<file path="config.mk">
export PLATFORM = sky130hd
export DESIGN_NAME = uart_tx_sched
export DESIGN_NICKNAME = d
export VERILOG_FILES = /design/src/rtl/uart_tx_sched.sv
export SDC_FILE = /design/constraint.sdc
export NUM_CORES = 1
export LEC_CHECK = 0
export CORE_AREA = 2 2 122 124
export CTS_CLUSTER_DIAMETER = 150
export DETAILED_ROUTE_END_ITERATION = 8
export DIE_AREA = 0 0 124 126
export PLACE_DENSITY = 0.67
export SKIP_LAST_GASP = 1
export SYNTH_ARGS = -nofsm -noshare
export SYNTH_HDL_FRONTEND = slang
export SYNTH_SLANG_ARGS = --single-unit
</file>
<file path="constraint.sdc">
create_clock -name CLK -period 9.29 [get_ports CLK]
set_input_delay 1.3935 -clock CLK [delete_from_list [all_inputs] [get_ports CLK]]
set_output_delay 1.3935 -clock CLK [all_outputs]
set_load 0.05 [all_outputs]
</file>
<file path="src/rtl/uart_tx_sched.sv">
// ---------------------------------------------------------------------------
// uart_tx_sched
//
// Transmit-side scheduler between the IOBUS and a byte-serial UART driver.
// Bytes written by software are queued in a circular FIFO and handed to the
// UART driver one at a time, in FIFO order, through its start/ready handshake.
// A status word reports fill level, full/empty, an "all sent" idle flag and a
// sticky overflow flag.
//
// Handshake with the UART driver: TX_READY high means the driver is idle and
// can take a byte. The scheduler pops a byte only while TX_READY is high, then
// raises TX_START for exactly one cycle with TX_DATA stable. It then waits for
// TX_READY to fall (busy), giving up after BUSY_TO cycles, and then waits for
// TX_READY to rise again (done) before it may launch the next byte.
//
// Ports:
//   CLK        system clock, all logic on posedge
//   RST        synchronous active-high reset
//   WR_EN      one-cycle push strobe
//   WR_DATA    byte to queue
//   CLR_OVF    one-cycle strobe clearing the sticky overflow flag
//   TX_READY   UART driver idle / able to accept a byte
//   TX_START   one-cycle start pulse to the UART driver
//   TX_DATA    byte for the UART driver, held between pulses
//   STATUS     {16'b0, OVERFLOW, IDLE, FULL, EMPTY, 4'b0, COUNT[7:0]}
//   DBG_STATE  current FSM state (0 IDLE, 1 LAUNCH, 2 WAIT_BUSY, 3 WAIT_DONE)
// ---------------------------------------------------------------------------
module uart_tx_sched #(
    parameter int DEPTH   = 16,
    parameter int CW      = 5,
    parameter int BUSY_TO = 8
) (
    input  logic        CLK,
    input  logic        RST,
    input  logic        WR_EN,
    input  logic [7:0]  WR_DATA,
    input  logic        CLR_OVF,
    input  logic        TX_READY,
    output logic        TX_START,
    output logic [7:0]  TX_DATA,
    output logic [31:0] STATUS,
    output logic [1:0]  DBG_STATE
);

    localparam int            AW          = $clog2(DEPTH);
    localparam logic [CW-1:0] FULL_CNT    = CW'(DEPTH);
    localparam logic [7:0]    BUSY_TO_M1  = 8'(BUSY_TO - 1);

    typedef enum logic [1:0] {
        S_IDLE      = 2'd0,
        S_LAUNCH    = 2'd1,
        S_WAIT_BUSY = 2'd2,
        S_WAIT_DONE = 2'd3
    } state_t;

    state_t          r_state;
    state_t          w_next_state;

    logic [7:0]      r_mem [DEPTH];
    logic [AW-1:0]   r_rd_ptr;
    logic [AW-1:0]   r_wr_ptr;
    logic [CW-1:0]   r_count;
    logic            r_empty;
    logic            r_full;
    logic            r_ovf;
    logic            r_idle;
    logic            r_tx_start;
    logic [7:0]      r_tx_data;
    logic [7:0]      r_to_cnt;

    logic            w_pop;
    logic            w_push;
    logic            w_drop;
    logic            w_to_clear;
    logic            w_to_inc;
    logic [CW-1:0]   w_count_next;

    // -----------------------------------------------------------------------
    // FSM: state register
    // -----------------------------------------------------------------------
    always_ff @(posedge CLK) begin
        if (RST) begin
            r_state <= S_IDLE;
        end else begin
            r_state <= w_next_state;
        end
    end

    // -----------------------------------------------------------------------
    // FSM: next-state logic
    // -----------------------------------------------------------------------
    always_comb begin
        w_next_state = r_state;
        case (r_state)
            // Only registered FIFO contents are considered, so a write into
            // an empty FIFO is never bypassed straight to the driver.
            S_IDLE: begin
                if (!r_empty && TX_READY) begin
                    w_next_state = S_LAUNCH;
                end
            end
            S_LAUNCH: begin
                w_next_state = S_WAIT_BUSY;
            end
            // Give up waiting for busy after BUSY_TO cycles so a driver whose
            // ready never visibly drops cannot stall the queue.
            S_WAIT_BUSY: begin
                if (!TX_READY || (r_to_cnt == BUSY_TO_M1)) begin
                    w_next_state = S_WAIT_DONE;
                end
            end
            S_WAIT_DONE: begin
                if (TX_READY) begin
                    w_next_state = S_IDLE;
                end
            end
            default: begin
                w_next_state = S_IDLE;
            end
        endcase
    end

    // -----------------------------------------------------------------------
    // FSM: output / datapath control decode
    // -----------------------------------------------------------------------
    always_comb begin
        w_pop      = (r_state == S_IDLE) && (w_next_state == S_LAUNCH);
        w_to_clear = (r_state == S_LAUNCH);
        w_to_inc   = (r_state == S_WAIT_BUSY) && TX_READY;
        // A full FIFO still accepts a byte when a pop frees a slot this cycle.
        w_push     = WR_EN && (!r_full || w_pop);
        w_drop     = WR_EN && r_full && !w_pop;
        case ({w_push, w_pop})
            2'b10:   w_count_next = r_count + 1'b1;
            2'b01:   w_count_next = r_count - 1'b1;
            default: w_count_next = r_count;
        endcase
    end

    // -----------------------------------------------------------------------
    // FIFO storage (no reset needed; validity is tracked by the pointers)
    // -----------------------------------------------------------------------
    always_ff @(posedge CLK) begin
        if (!RST && w_push) begin
            r_mem[r_wr_ptr] <= WR_DATA;
        end
    end

    // -----------------------------------------------------------------------
    // FIFO pointers, flags and status
    // -----------------------------------------------------------------------
    always_ff @(posedge CLK) begin
        if (RST) begin
            r_rd_ptr <= '0;
            r_wr_ptr <= '0;
            r_count  <= '0;
            r_empty  <= 1'b1;
            r_full   <= 1'b0;
            r_ovf    <= 1'b0;
            r_idle   <= 1'b1;
        end else begin
            if (w_push) begin
                r_wr_ptr <= r_wr_ptr + 1'b1;
            end
            if (w_pop) begin
                r_rd_ptr <= r_rd_ptr + 1'b1;
            end
            r_count <= w_count_next;
            r_empty <= (w_count_next == '0);
            r_full  <= (w_count_next == FULL_CNT);
            // Flags are registered from next-cycle values so that they line
            // up with the state and count they describe.
            r_idle  <= (w_next_state == S_IDLE) && (w_count_next == '0);
            // A fresh overflow beats a coincident clear.
            if (w_drop) begin
                r_ovf <= 1'b1;
            end else if (CLR_OVF) begin
                r_ovf <= 1'b0;
            end
        end
    end

    // -----------------------------------------------------------------------
    // UART driver interface and busy timeout counter
    // -----------------------------------------------------------------------
    always_ff @(posedge CLK) begin
        if (RST) begin
            r_tx_start <= 1'b0;
            r_tx_data  <= 8'h00;
            r_to_cnt   <= 8'h00;
        end else begin
            r_tx_start <= (w_next_state == S_LAUNCH);
            // TX_DATA only moves on a pop, so it stays stable between pulses.
            if (w_pop) begin
                r_tx_data <= r_mem[r_rd_ptr];
            end
            if (w_to_clear) begin
                r_to_cnt <= 8'h00;
            end else if (w_to_inc) begin
                r_to_cnt <= r_to_cnt + 8'h01;
            end
        end
    end

    assign TX_START  = r_tx_start;
    assign TX_DATA   = r_tx_data;
    assign STATUS    = {16'h0000, r_ovf, r_idle, r_full, r_empty, 4'h0, 8'(r_count)};
    assign DBG_STATE = r_state;

endmodule

</file>
---- Word level (Yosys, flattened, before mapping) ----
Memories as Yosys holds them, arrays and structs flattened. A register that Yosys moved wholly into a read port is not among the register bits.
Index checks and enable logic that the tools add are counted.
storage, ports and cells
  flip-flop bits (word level) ............. 28
  bits in writable memories ............... 128
  input bits .............................. 13
  output and inout port bits .............. 43
  logic and storage cells ................. 53
  memories ................................ 1
cells by class
  $add $sub $neg .......................... 5
  eq/ne operators ......................... 8
  multiplexer cells ....................... 9
  reduce and logical (&&, ||, !) cells .... 20
memory list
  memory  depth  width  rd ports  clocked after Yosys merged registers in  write ports  RTL line  RTL
  r_mem   16     8      1         1                                        1            59        logic [7:0] r_mem [DEPTH];
operators with widths
  operator                                          count
  case mux 5 bit (2 select lines)                   1
  adder 4 x 1 -> 4 bit, second input constant       2
  adder 8 x 1 -> 8 bit, second input constant       1
  == test 8 x 3 -> 1 bit, second input constant     1
  logical AND 1 bit                                 8
  case mux 2 bit (4 select lines)                   1
  == test 2 x 1 -> 1 bit, second input constant     3
  == test 2 bit, second input constant              3
  2-to-1 mux 2 bit                                  3
  adder 5 x 1 -> 5 bit, second input constant       1
  == test 5 bit, second input constant              1
  logical NOT 1 bit                                 5
  logical NOT 5 bit                                 1
  subtractor 5 x 1 -> 5 bit, second input constant  1
  logical NOT 2 bit                                 2
  2-to-1 mux 1 bit                                  4
  logical OR 1 bit                                  2
  nonzero test 2 bit                                1
  OR reduction 2 bit                                1

---- Depth between registers and ports, before layout ----
Gate-level depths: netlist of the first run.
  word-level depth ........................ 12
  depth in mapped cells ................... 9
  mapped depth without buffers ............ 9

---- Least setup slack after synthesis of the first run ----
OpenSTA, ideal clock, no wires.
  path kind ............................... input port to flip-flop
  from .................................... input port TX_READY
  to ...................................... register r_idle
  library setup time ...................... 0.096 ns
  arrival ................................. 4.020 ns
  data required time ...................... 9.194 ns
  path slack .............................. 5.174 ns
  stages on the path ...................... 9
  path buffers ............................ 0
  cells stage by stage .................... or4b_4 -> inv_1 -> o21ai_0 -> ha_1 -> fa_1 -> or3b_2 -> a221oi_1 -> nand4_1 -> o41ai_2
between the ends
  word-level cells in the longest chain between the ends .. 12
  elaborated cells between the ends (all ways) .. 17
  classes of those cells .................. eq/ne: 3; mux: 5; reduce/logical: 9
RTL lines
  item                                                     RTL line  RTL
  from (decl)                                              38        input logic TX_READY,
  logical NOT 1 bit                                        108       if (!TX_READY || (r_to_cnt == BUSY_TO_M1)) begin
  logical OR 1 bit                                         108
  2-to-1 mux 2 bit                                         108
  case mux 2 bit (4 select lines) *                        94        case (r_state)
  == test 2 x 1 -> 1 bit                                   127       w_pop = (r_state == S_IDLE) && (w_next_state == S_LAUNCH);
  logical AND 1 bit                                        127
  logical OR 1 bit                                         131       w_push = WR_EN && (!r_full || w_pop);
  logical AND 1 bit                                        131
  == test 2 x 1 -> 1 bit or == test 2 bit (tied branches)  133       case ({w_push, w_pop})
  case mux 5 bit (2 select lines)                          133
  logical NOT 5 bit                                        173       r_idle <= (w_next_state == S_IDLE) && (w_count_next == '0);
  logical AND 1 bit *                                      173
  to (signal assigned)                                     173
  to (decl)                                                66        logic r_idle;
Every way passes the cells marked *; elsewhere a longest branch is shown, timed or not.
A chain may end at the register's enable or synchronous reset.

---- Worst setup path in the final report of the first run ----
Same ends and word-level chain as after synthesis.

==> reports/qor.csv, run 1 <==
stage,metric,value,unit
status,status,"complete, no violations",
floorplanning,die_h,126,um
placed_design,io_buffer_count,32,
worst_setup_path,startpoint_type,input pin,
yosys,yosys.cell_types.count,53,
timing,rsz0062_at_grt,false,
global_routing,grt_overflow,0,
cts,cts_htree_levels,4,
global_routing,grt_pass1_vias,3599,
timing,slew_violations,0,
layout,fin_cells,668,
yosys,syn_area_per_cell,15.7,um2
cts,clockBufferDepth,2,
placed_design,dp_hpwl,8.36,mm
cts,cts.sinks,164,
yosys,synth.area.top_cells,"edfxtp_1, dfxtp_1, mux4_2, buf_4, mux4_1",
power_and_ir_drop,peakVddDrop,0.000169,V
global_routing,grt_pass1_wl,20.4,mm
timing,clock_skew,9.68,ps
worst_setup_path,critPathArrivalTime,5510,ps
floorplanning,core_area,0.0143,mm2
floorplanning,fp.dieW,124,um
layout,diodes,0,
worst_setup_path,worst_setup_path_end_kind,register,
placed_design,place_ws,3710,ps
placed_design,gp_congestion,0.842,
worst_setup_path,worst-setup-path-type,input pin to register,
yosys,yosysWarningCount,0,
drt,num_vias,3715,
yosys,synth_area_leader_cell,edfxtp_1,
global_routing,grt_antenna_before_repair,0,
yosys,yosysMostFrequentCell,edfxtp_1,
drt,avgViaCountPerCell,5.56,
floorplanning,initial_core_util,0.483,
timing,fin_ws,4110,ps
power_and_ir_drop,powerDensity,232,mW/mm2
yosys,syn_inst,441,
yosys,synth_edf_count,128,
worst_setup_path,max_stage_delay,590,ps
job,maxCapViolations,0,
layout,drive_above_1_share,0.136,
timing,finalCriticalPeriod,5180,ps
timing,fin_tns_setup,0,ps
layout,final_cell_area,0.00779,mm2
cts,cts_setup_buffers,0,
cts,numCtsBuffers,17,
floorplanning,num_io_pins,56,
placed_design,dp_cells,636,
yosys,synthTopCellsByCount,"edfxtp_1, nor2_1, dfxtp_1",
drt,drc,0,
drt,detail-route-antenna-nets,0,
yosys,ys_ff_latch,164,
yosys,async_flop_share,0,
drt,drtIter0Drc,299,
drt,wire_per_inst,20.0,um
cts,root_buffer,clkbuf_16,
floorplanning,die_area,0.0156,mm2
timing,hold_viol,0,
global_routing,grtUsageTotal,0.182,
yosys,ys_seq_area_frac,0.661,
drt,routed_wl,13.3,mm
cts,clock_latency,420,ps
worst_hold_path,hold_path.class,register to register,
layout,area_growth,12.7,%
yosys,synth_flop_cell,edfxtp_1,
power_and_ir_drop,p_leak,2.60,nW
timing,setup_viol,0,
worst_setup_path,critPathSlowestCell,or4b_4,
cts,cts_tree,done,
worst_setup_path,critPathMaxFanout,22,
drt,first_pass_iters,5,
layout,fin_nets,495,
timing,clock.fmax,193,MHz
cts,hold_buffers,0,
cts,ctsResizeCount,0,
cts,clk_pin_slew,60,ps
timing,fin_crit_sh,0.557,
timing,relSlewSlack,0.440,
worst_setup_path,worstPathCellList,clkdlybuf4s50_1 -> or4b_4 -> inv_1 -> o21ai_0 -> ha_1 -> fa_1 -> or3b_2 -> a221oi_1 -> nand4_1 -> o41ai_2,
floorplanning,fp-row-count,44,
yosys,syn_area,0.00691,mm2
worst_setup_path,critical_path_required,9620,ps
global_routing,grt_max_degree,36,
timing,worst_pin_slew,837,ps
worst_setup_path,path_delay_family,simple AND/OR/NAND/NOR gates,
placed_design,place_area,0.00722,mm2
yosys,synth_top_area_share,0.556,
worst_setup_path,crit_buf_inv,2,
## sequential cells by signal, summed over array words and instances (netlist names), 2 cells and up
signal     count
r_rd_ptr       4
r_count        5
r_mem        128
TX_DATA        8
r_to_cnt       8
DBG_STATE      2
r_wr_ptr       4
## area by class of cell
type	instances	area [um2]
well taps	184	230
inverters	20	75.1
clock buffers	20	437
multi-input cells	234	2010
flip-flops and latches	164	4570
repair buffers	34	335
fillers	1147	6530
clock inverters	12	131
## stage by stage
stage	utilization	total power [mW]	hold WS, ps
floorplan	-	1.08	454
global placement	0.504	1.14	474
detailed placement	0.504	1.15	490
CTS	0.544	1.82	506
global route	0.544	1.87	538
finish	0.544	1.81	503
## where the power goes
group	internal, mW	switching, mW
registers	0.814	0.0208
clock network	0.395	0.279
logic	0.110	0.188
total	1.32	0.488
## layer usage
layer / vias to the layer above / global-route usage / wire length, um
met5: - / 0 / 0
met4: 0 / 0.0595 / 187
met3: 16 / 0.0548 / 829
met2: 125 / 0.293 / 6710
met1: 1868 / 0.238 / 5610
li1: 1706 / - / -
## worst paths after layout
check                                              from                 end  slack, ps  cells past startpoint
worst min register to register       r_ovf$_SDFFE_PP0P_  r_ovf$_SDFFE_PP0P_        500                      2
worst max-delay path                           TX_READY   r_idle$_SDFF_PP1_       4110                     10
worst min-delay path                 r_ovf$_SDFFE_PP0P_  r_ovf$_SDFFE_PP0P_        500                      2
worst max register to register  DBG_STATE[1]$_SDFF_PP0_   r_idle$_SDFF_PP1_       5190                      9
## worst min-delay path, cell delays in order, from the launching register on
cell and delay [ps]:
dfxtp_1 340, a32oi_1 60, nor2_1 70
## layout by cell type, fill, tap and decap left out, types with 3 or more instances in the layout
master / count
a211oi_1: 6
mux4_1: 7
nor3_1: 6
mux4_2: 25
clkinv_4: 4
edfxtp_1: 128
o31ai_1: 3
clkbuf_16: 17
and3_1: 3
xnor2_1: 7
o21ai_0: 8
dfxtp_1: 35
o211ai_1: 4
clkdlybuf4s50_1: 32
o22ai_1: 7
conb_1: 23
inv_1: 20
xor2_1: 7
clkbuf_1: 3
nand2b_1: 4
nor2_1: 38
ha_1: 10
nand3_1: 6
a21oi_1: 12
nand4_1: 3
a22o_1: 6
mux2i_1: 4
nand2_1: 14
## logic make-up (layout without fill, tap and decap cells)
family / after synthesis / after routing / share of synthesized area
DFF: 164 / 164 / 0.661
and+or+nand+nor: 91 / 91 / 0.0661
buffers and inverters: 65 / 86 / 0.0598
AOI/OAI and AO/OA: 57 / 57 / 0.0570
muxes: 38 / 38 / 0.117
xor gates and xnor gates: 14 / 14 / 0.0177
adders and majority gates: 11 / 11 / 0.0210
other: 1 / 23 / 0.000543
Note: power is estimated with default switching activity, not from simulation.
==> run 2: changes to the inputs <==
PLACE_DENSITY = 0.7   (was 0.67)
clock period = 4.2 ns   (was 9.29 ns; I/O delays follow)
==> reports/qor.csv, run 2 (synthesized netlist as in run 1, its figures left out) <==
stage,metric,value,unit,change
worst_setup_path,critical_path_required,4540,ps,-5080 ps
layout,fin_nets,504,,+1.8%
drt,routed_wl,13.3,mm,-0.58%
drt,detail-route-antenna-nets,0,,unchanged
worst_setup_path,worst_setup_path_end_kind,register,,
worst_setup_path,max_stage_delay,480,ps,-110 ps
layout,diodes,0,,unchanged
floorplanning,fp.dieW,124,um,unchanged
timing,fin_tns_setup,0,ps,unchanged
global_routing,grt_pass1_wl,20.8,mm,+1.9%
timing,rsz0062_at_grt,false,,
drt,drc,0,,unchanged
drt,num_vias,3713,,-0.054%
worst_hold_path,hold_path.class,register to register,,
timing,clock_skew,7.01,ps,-2.68 ps
worst_setup_path,critPathArrivalTime,3960,ps,-1550 ps
global_routing,grt_max_degree,23,,-36%
global_routing,grt_pass1_vias,3790,,+5.3%
cts,clk_pin_slew,60,ps,about the same
worst_setup_path,path_delay_family,simple AND/OR/NAND/NOR gates,,
cts,cts_htree_levels,4,,unchanged
drt,first_pass_iters,5,,unchanged
floorplanning,die_area,0.0156,mm2,unchanged
timing,relSlewSlack,0.245,,-0.195
timing,finalCriticalPeriod,3620,ps,
worst_setup_path,crit_buf_inv,2,,unchanged
timing,setup_viol,0,,unchanged
power_and_ir_drop,p_leak,2.67,nW,+2.7%
layout,drive_above_1_share,0.158,,+0.0219
timing,hold_viol,0,,unchanged
layout,num-fill-cells,1151,,+0.35%
timing,hold_slack,494,ps,-9.35 ps
global_routing,grtUsageTotal,0.188,,+0.00523
layout,area_growth,14.4,%,
layout,final_cell_mix,"edfxtp_1, nor2_1, dfxtp_1, clkdlybuf4s50_1, mux4_2",,
floorplanning,fp-row-count,44,,unchanged
layout,largest_register_ffs,128,,unchanged
cts,clock_latency,430,ps,about the same
power_and_ir_drop,peakVddDrop,0.000492,V,+190%
timing,slew_violations,0,,unchanged
placed_design,dp_hpwl,8.69,mm,+3.9%
cts,numCtsBuffers,17,,unchanged
floorplanning,core_area,0.0143,mm2,unchanged
floorplanning,num_io_pins,56,,unchanged
layout,layout_commonest_cell,edfxtp_1,,
cts,root_buffer,clkbuf_16,,
placed_design,io_buffer_count,32,,unchanged
worst_setup_path,critPathSlowestCell,clkdlybuf4s50_1,,
floorplanning,initial_core_util,0.483,,unchanged
job,maxCapViolations,0,,unchanged
timing,clock.fmax,276,MHz,
cts,hold_buffers,0,,unchanged
global_routing,grt_antenna_before_repair,0,,unchanged
placed_design,gp_congestion,0.822,,-2.4%
cts,clockBufferDepth,2,,unchanged
worst_setup_path,worstPathCellList,clkdlybuf4s50_1 -> or4b_4 -> inv_1 -> o21ai_0 -> ha_1 -> fa_1 -> or3b_2 -> a221oi_1 -> nand4_1 -> o41ai_2,,
status,status,"complete, no violations",,
worst_setup_path,critPathMaxFanout,6,,-73%
floorplanning,die_h,126,um,unchanged
cts,ctsResizeCount,0,,unchanged
drt,wire_per_inst,19.6,um,-1.9%
worst_setup_path,startpoint_type,input pin,,
global_routing,grt_overflow,0,,unchanged
layout,largest-register,r_mem,,
power_and_ir_drop,powerDensity,520,mW/mm2,+120%
drt,drtIter0Drc,285,,-4.7%
cts,cts_setup_buffers,0,,unchanged
cts,cts.sinks,164,,unchanged
cts,cts_tree,done,,
timing,fin_crit_sh,0.863,,
drt,avgViaCountPerCell,5.48,,-1.4%
timing,worst_pin_slew,1130,ps,+293 ps
worst_setup_path,worst-setup-path-type,input pin to register,,
## run 2: cell types whose count changed in the layout (fill, tap and decap cells not counted)
cell,change
buf_4,+9
clkbuf_1,-1
clkinv_4,-2
clkbuf_8,+1
bufinv_16,+1
inv_6,+3
clkinv_2,-1
clkinv_1,-2
inv_8,+1
## run 2: worst reg2reg max path: stages, from the launching register on
cell      delay, ps
dfxtp_1         370
or4b_4          560
inv_1           110
o21ai_0         180
ha_1            350
fa_1            480
or3b_2          450
a221oi_1        280
nand4_1         230
o41ai_2         310
## run 2: worst paths after layout
| check | start | end | slack [ps] | cells after the start |
|---|---|---|---|---|
| max | TX_READY | r_idle$_SDFF_PP1_ | 580 | 10 |
| min | r_ovf$_SDFFE_PP0P_ | r_ovf$_SDFFE_PP0P_ | 490 | 2 |
| max reg2reg | DBG_STATE[1]$_SDFF_PP0_ | r_idle$_SDFF_PP1_ | 800 | 9 |
| min reg2reg | r_ovf$_SDFFE_PP0P_ | r_ovf$_SDFFE_PP0P_ | 490 | 2 |
## run 2: per-stage QoR
step | cells | utilization | setup slack, ps | cell area [um2] | total power, mW
6_report | 677 | 0.552 | 576 | 7900 | 4.11
2_1_floorplan | 463 | - | 810 | 6990 | 2.40
3_3_place_gp | 645 | 0.509 | 222 | 7290 | 2.53
3_5_place_dp | 645 | 0.509 | 200 | 7290 | 2.55
5_1_grt | 677 | 0.552 | 386 | 7900 | 4.27
4_1_cts | 677 | 0.552 | 596 | 7900 | 4.15
## run 2: where the power goes
part           switching (mW)  total, mW  internal [mW]
Clock                   0.640       1.60          0.964
Sequential             0.0663       1.87           1.80
Combinational           0.392      0.643          0.251
## run 2: final cells by class
class	count	area, um2	share of cell area
clock buffers	20	447	0.0565
clock inverters	12	169	0.0214
inverters	20	75.1	0.00950
multi-input cells	234	2010	0.255
flip-flops and latches	164	4570	0.578
well taps	184	230	0.0291
repair buffers	43	403	0.0510
## run 2: routing by layer
| layer | global-route usage | up-vias | part of all wire |
|---|---|---|---|
| li1 | - | 1714 | - |
| met1 | 0.246 | 1868 | 0.43 |
| met2 | 0.303 | 114 | 0.51 |
| met3 | 0.0584 | 17 | 0.053 |
| met4 | 0.0535 | 0 | 0.013 |
| met5 | 0 | - | 0 |
==> run 3: changes to the inputs <==
PLACE_DENSITY = 0.71   (was 0.7)
==> reports/qor.csv, run 3 (synthesized netlist as in run 1, its figures left out) <==
stage,metric,value,unit,change
status,status,"complete, no violations",,
timing,fin_tns_setup,0,ps,unchanged
cts,clk_pin_slew,60,ps,about the same
timing,fin_crit_sh,0.894,,+0.0309
timing,rsz0062_at_grt,false,,
worst_setup_path,max_stage_delay,500,ps,+20 ps
worst_setup_path,critPathArrivalTime,4080,ps,+120 ps
worst_setup_path,path_delay_family,simple AND/OR/NAND/NOR gates,,
floorplanning,die_area,0.0156,mm2,unchanged
floorplanning,initial_core_util,0.483,,unchanged
power_and_ir_drop,peakVddDrop,0.000346,V,-30%
cts,ctsResizeCount,0,,unchanged
global_routing,grt_antenna_before_repair,0,,unchanged
cts,cts.sinks,164,,unchanged
placed_design,io_buffer_count,32,,unchanged
global_routing,grt_max_degree,29,,+26%
floorplanning,core_area,0.0143,mm2,unchanged
floorplanning,die_h,126,um,unchanged
power_and_ir_drop,powerDensity,505,mW/mm2,-3.0%
power_and_ir_drop,switching_share,0.266,,-0.00136
layout,fin_cells,679,,+0.30%
drt,avgViaCountPerCell,5.51,,+0.48%
global_routing,grt_pass1_vias,3735,,-1.5%
timing,worst_pin_slew,1050,ps,-82.0 ps
layout,largest_register_ffs,128,,unchanged
power_and_ir_drop,total_power,3.97,mW,-3.4%
cts,cts_htree_levels,4,,unchanged
power_and_ir_drop,p_leak,2.66,nW,-0.40%
layout,largest-register,r_mem,,
worst_setup_path,crit_buf_inv,2,,unchanged
worst_setup_path,worstPathCellList,clkdlybuf4s50_1 -> or4b_4 -> inv_1 -> o21ai_0 -> ha_1 -> fa_1 -> or3b_2 -> a221oi_1 -> nand4_1 -> o41ai_2,,
global_routing,grt_overflow,0,,unchanged
drt,wire_per_inst,19.9,um,+1.5%
power_and_ir_drop,p_switching,1.06,mW,-3.9%
timing,hold_slack,508,ps,+14.4 ps
timing,relSlewSlack,0.300,,+0.0548
layout,fin_nets,507,,+0.60%
floorplanning,num_io_pins,56,,unchanged
worst_setup_path,startpoint_type,input pin,,
worst_hold_path,hold_path.class,register to register,,
drt,num_vias,3742,,+0.78%
layout,final_cell_area,0.00787,mm2,-0.43%
worst_setup_path,critPathMaxFanout,6,,unchanged
cts,clockBufferDepth,2,,unchanged
drt,drtIter0Drc,249,,-13%
power_and_ir_drop,p_int,2.92,mW,-3.2%
cts,numCtsBuffers,17,,unchanged
global_routing,grtUsageTotal,0.187,,-0.000821
layout,final_cell_mix,"edfxtp_1, nor2_1, dfxtp_1, clkdlybuf4s50_1, mux4_2",,
layout,layout_commonest_cell,edfxtp_1,,
layout,drive_above_1_share,0.156,,-0.00266
timing,fin_ws,446,ps,-130 ps
worst_setup_path,critPathSlowestCell,clkdlybuf4s50_1,,
layout,area_growth,13.9,%,
cts,clock_latency,420,ps,about the same
floorplanning,fp-row-count,44,,unchanged
cts,cts_setup_buffers,0,,unchanged
worst_setup_path,worst-setup-path-type,input pin to register,,
drt,routed_wl,13.5,mm,+1.8%
timing,finalCriticalPeriod,3750,ps,+130 ps
layout,num-fill-cells,1120,,-2.7%
cts,root_buffer,clkbuf_16,,
drt,detail-route-antenna-nets,0,,unchanged
worst_setup_path,critical_path_required,4520,ps,-20 ps
timing,hold_viol,0,,unchanged
placed_design,place_ws,99.9,ps,-100 ps
placed_design,dp_cells,648,,+0.47%
placed_design,dp_hpwl,8.94,mm,+2.9%
worst_setup_path,worst_setup_path_end_kind,register,,
power_and_ir_drop,pwr-share-seq,0.472,,+0.018
cts,cts_tree,done,,
placed_design,place_area,0.00731,mm2,+0.31%
layout,diodes,0,,unchanged
power_and_ir_drop,pwr-share-comb,0.160,,+0.004
global_routing,grt_pass1_wl,20.9,mm,+0.56%
power_and_ir_drop,clockPowerShare,0.368,,-0.022
timing,slew_violations,0,,unchanged
drt,drc,0,,unchanged
timing,clock_skew,10.7,ps,+3.70 ps
layout,final_core_util,0.550,,-0.00236
job,maxCapViolations,0,,unchanged
drt,first_pass_iters,4,,-1
placed_design,gp_congestion,0.868,,+5.6%
floorplanning,fp.dieW,124,um,unchanged
cts,hold_buffers,0,,unchanged
timing,setup_viol,0,,unchanged
timing,clock.fmax,266,MHz,-3.5%
-- run 3: per-layer routing --
layer / part of all wire / global-route usage
met1: 0.42 / 0.251
met2: 0.51 / 0.297
met3: 0.061 / 0.0507
met4: 0.0095 / 0.0601
met5: 0 / 0
-- run 3: worst paths after layout --
path | start | end | slack (ps) | depth (start not counted)
setup / recovery | TX_READY | r_idle$_SDFF_PP1_ | 450 | 10
hold / removal | r_ovf$_SDFFE_PP0P_ | r_ovf$_SDFFE_PP0P_ | 510 | 2
setup reg to reg | DBG_STATE[1]$_SDFF_PP0_ | r_idle$_SDFF_PP1_ | 700 | 9
hold reg to reg | r_ovf$_SDFFE_PP0P_ | r_ovf$_SDFFE_PP0P_ | 510 | 2
-- run 3: power by group through the flow --
stage / clock network, mW / registers [mW] / logic [mW]
2_1_floorplan: 0 / 1.97 / 0.429
3_3_place_gp: 0 / 1.91 / 0.620
3_5_place_dp: 0 / 1.91 / 0.635
4_1_cts: 1.49 / 1.88 / 0.639
5_1_grt: 1.57 / 1.89 / 0.682
6_report: 1.46 / 1.88 / 0.636
-- run 3: worst register-to-register path: stages (launching register included) --
cell	delay (ps)
dfxtp_1	380
or4b_4	570
inv_1	110
o21ai_0	200
ha_1	350
fa_1	470
or3b_2	450
a221oi_1	290
nand4_1	260
o41ai_2	330
-- run 3: cell type report --
cell class              count  area (um2)  area share
flip-flops and latches    164        4570       0.580
multi-input cells         234        2010       0.256
clock buffers              17         425      0.0541
repair buffers             46         425      0.0541
well taps                 184         230      0.0293
clock inverters            14         134      0.0170
inverters                  20        75.1     0.00954
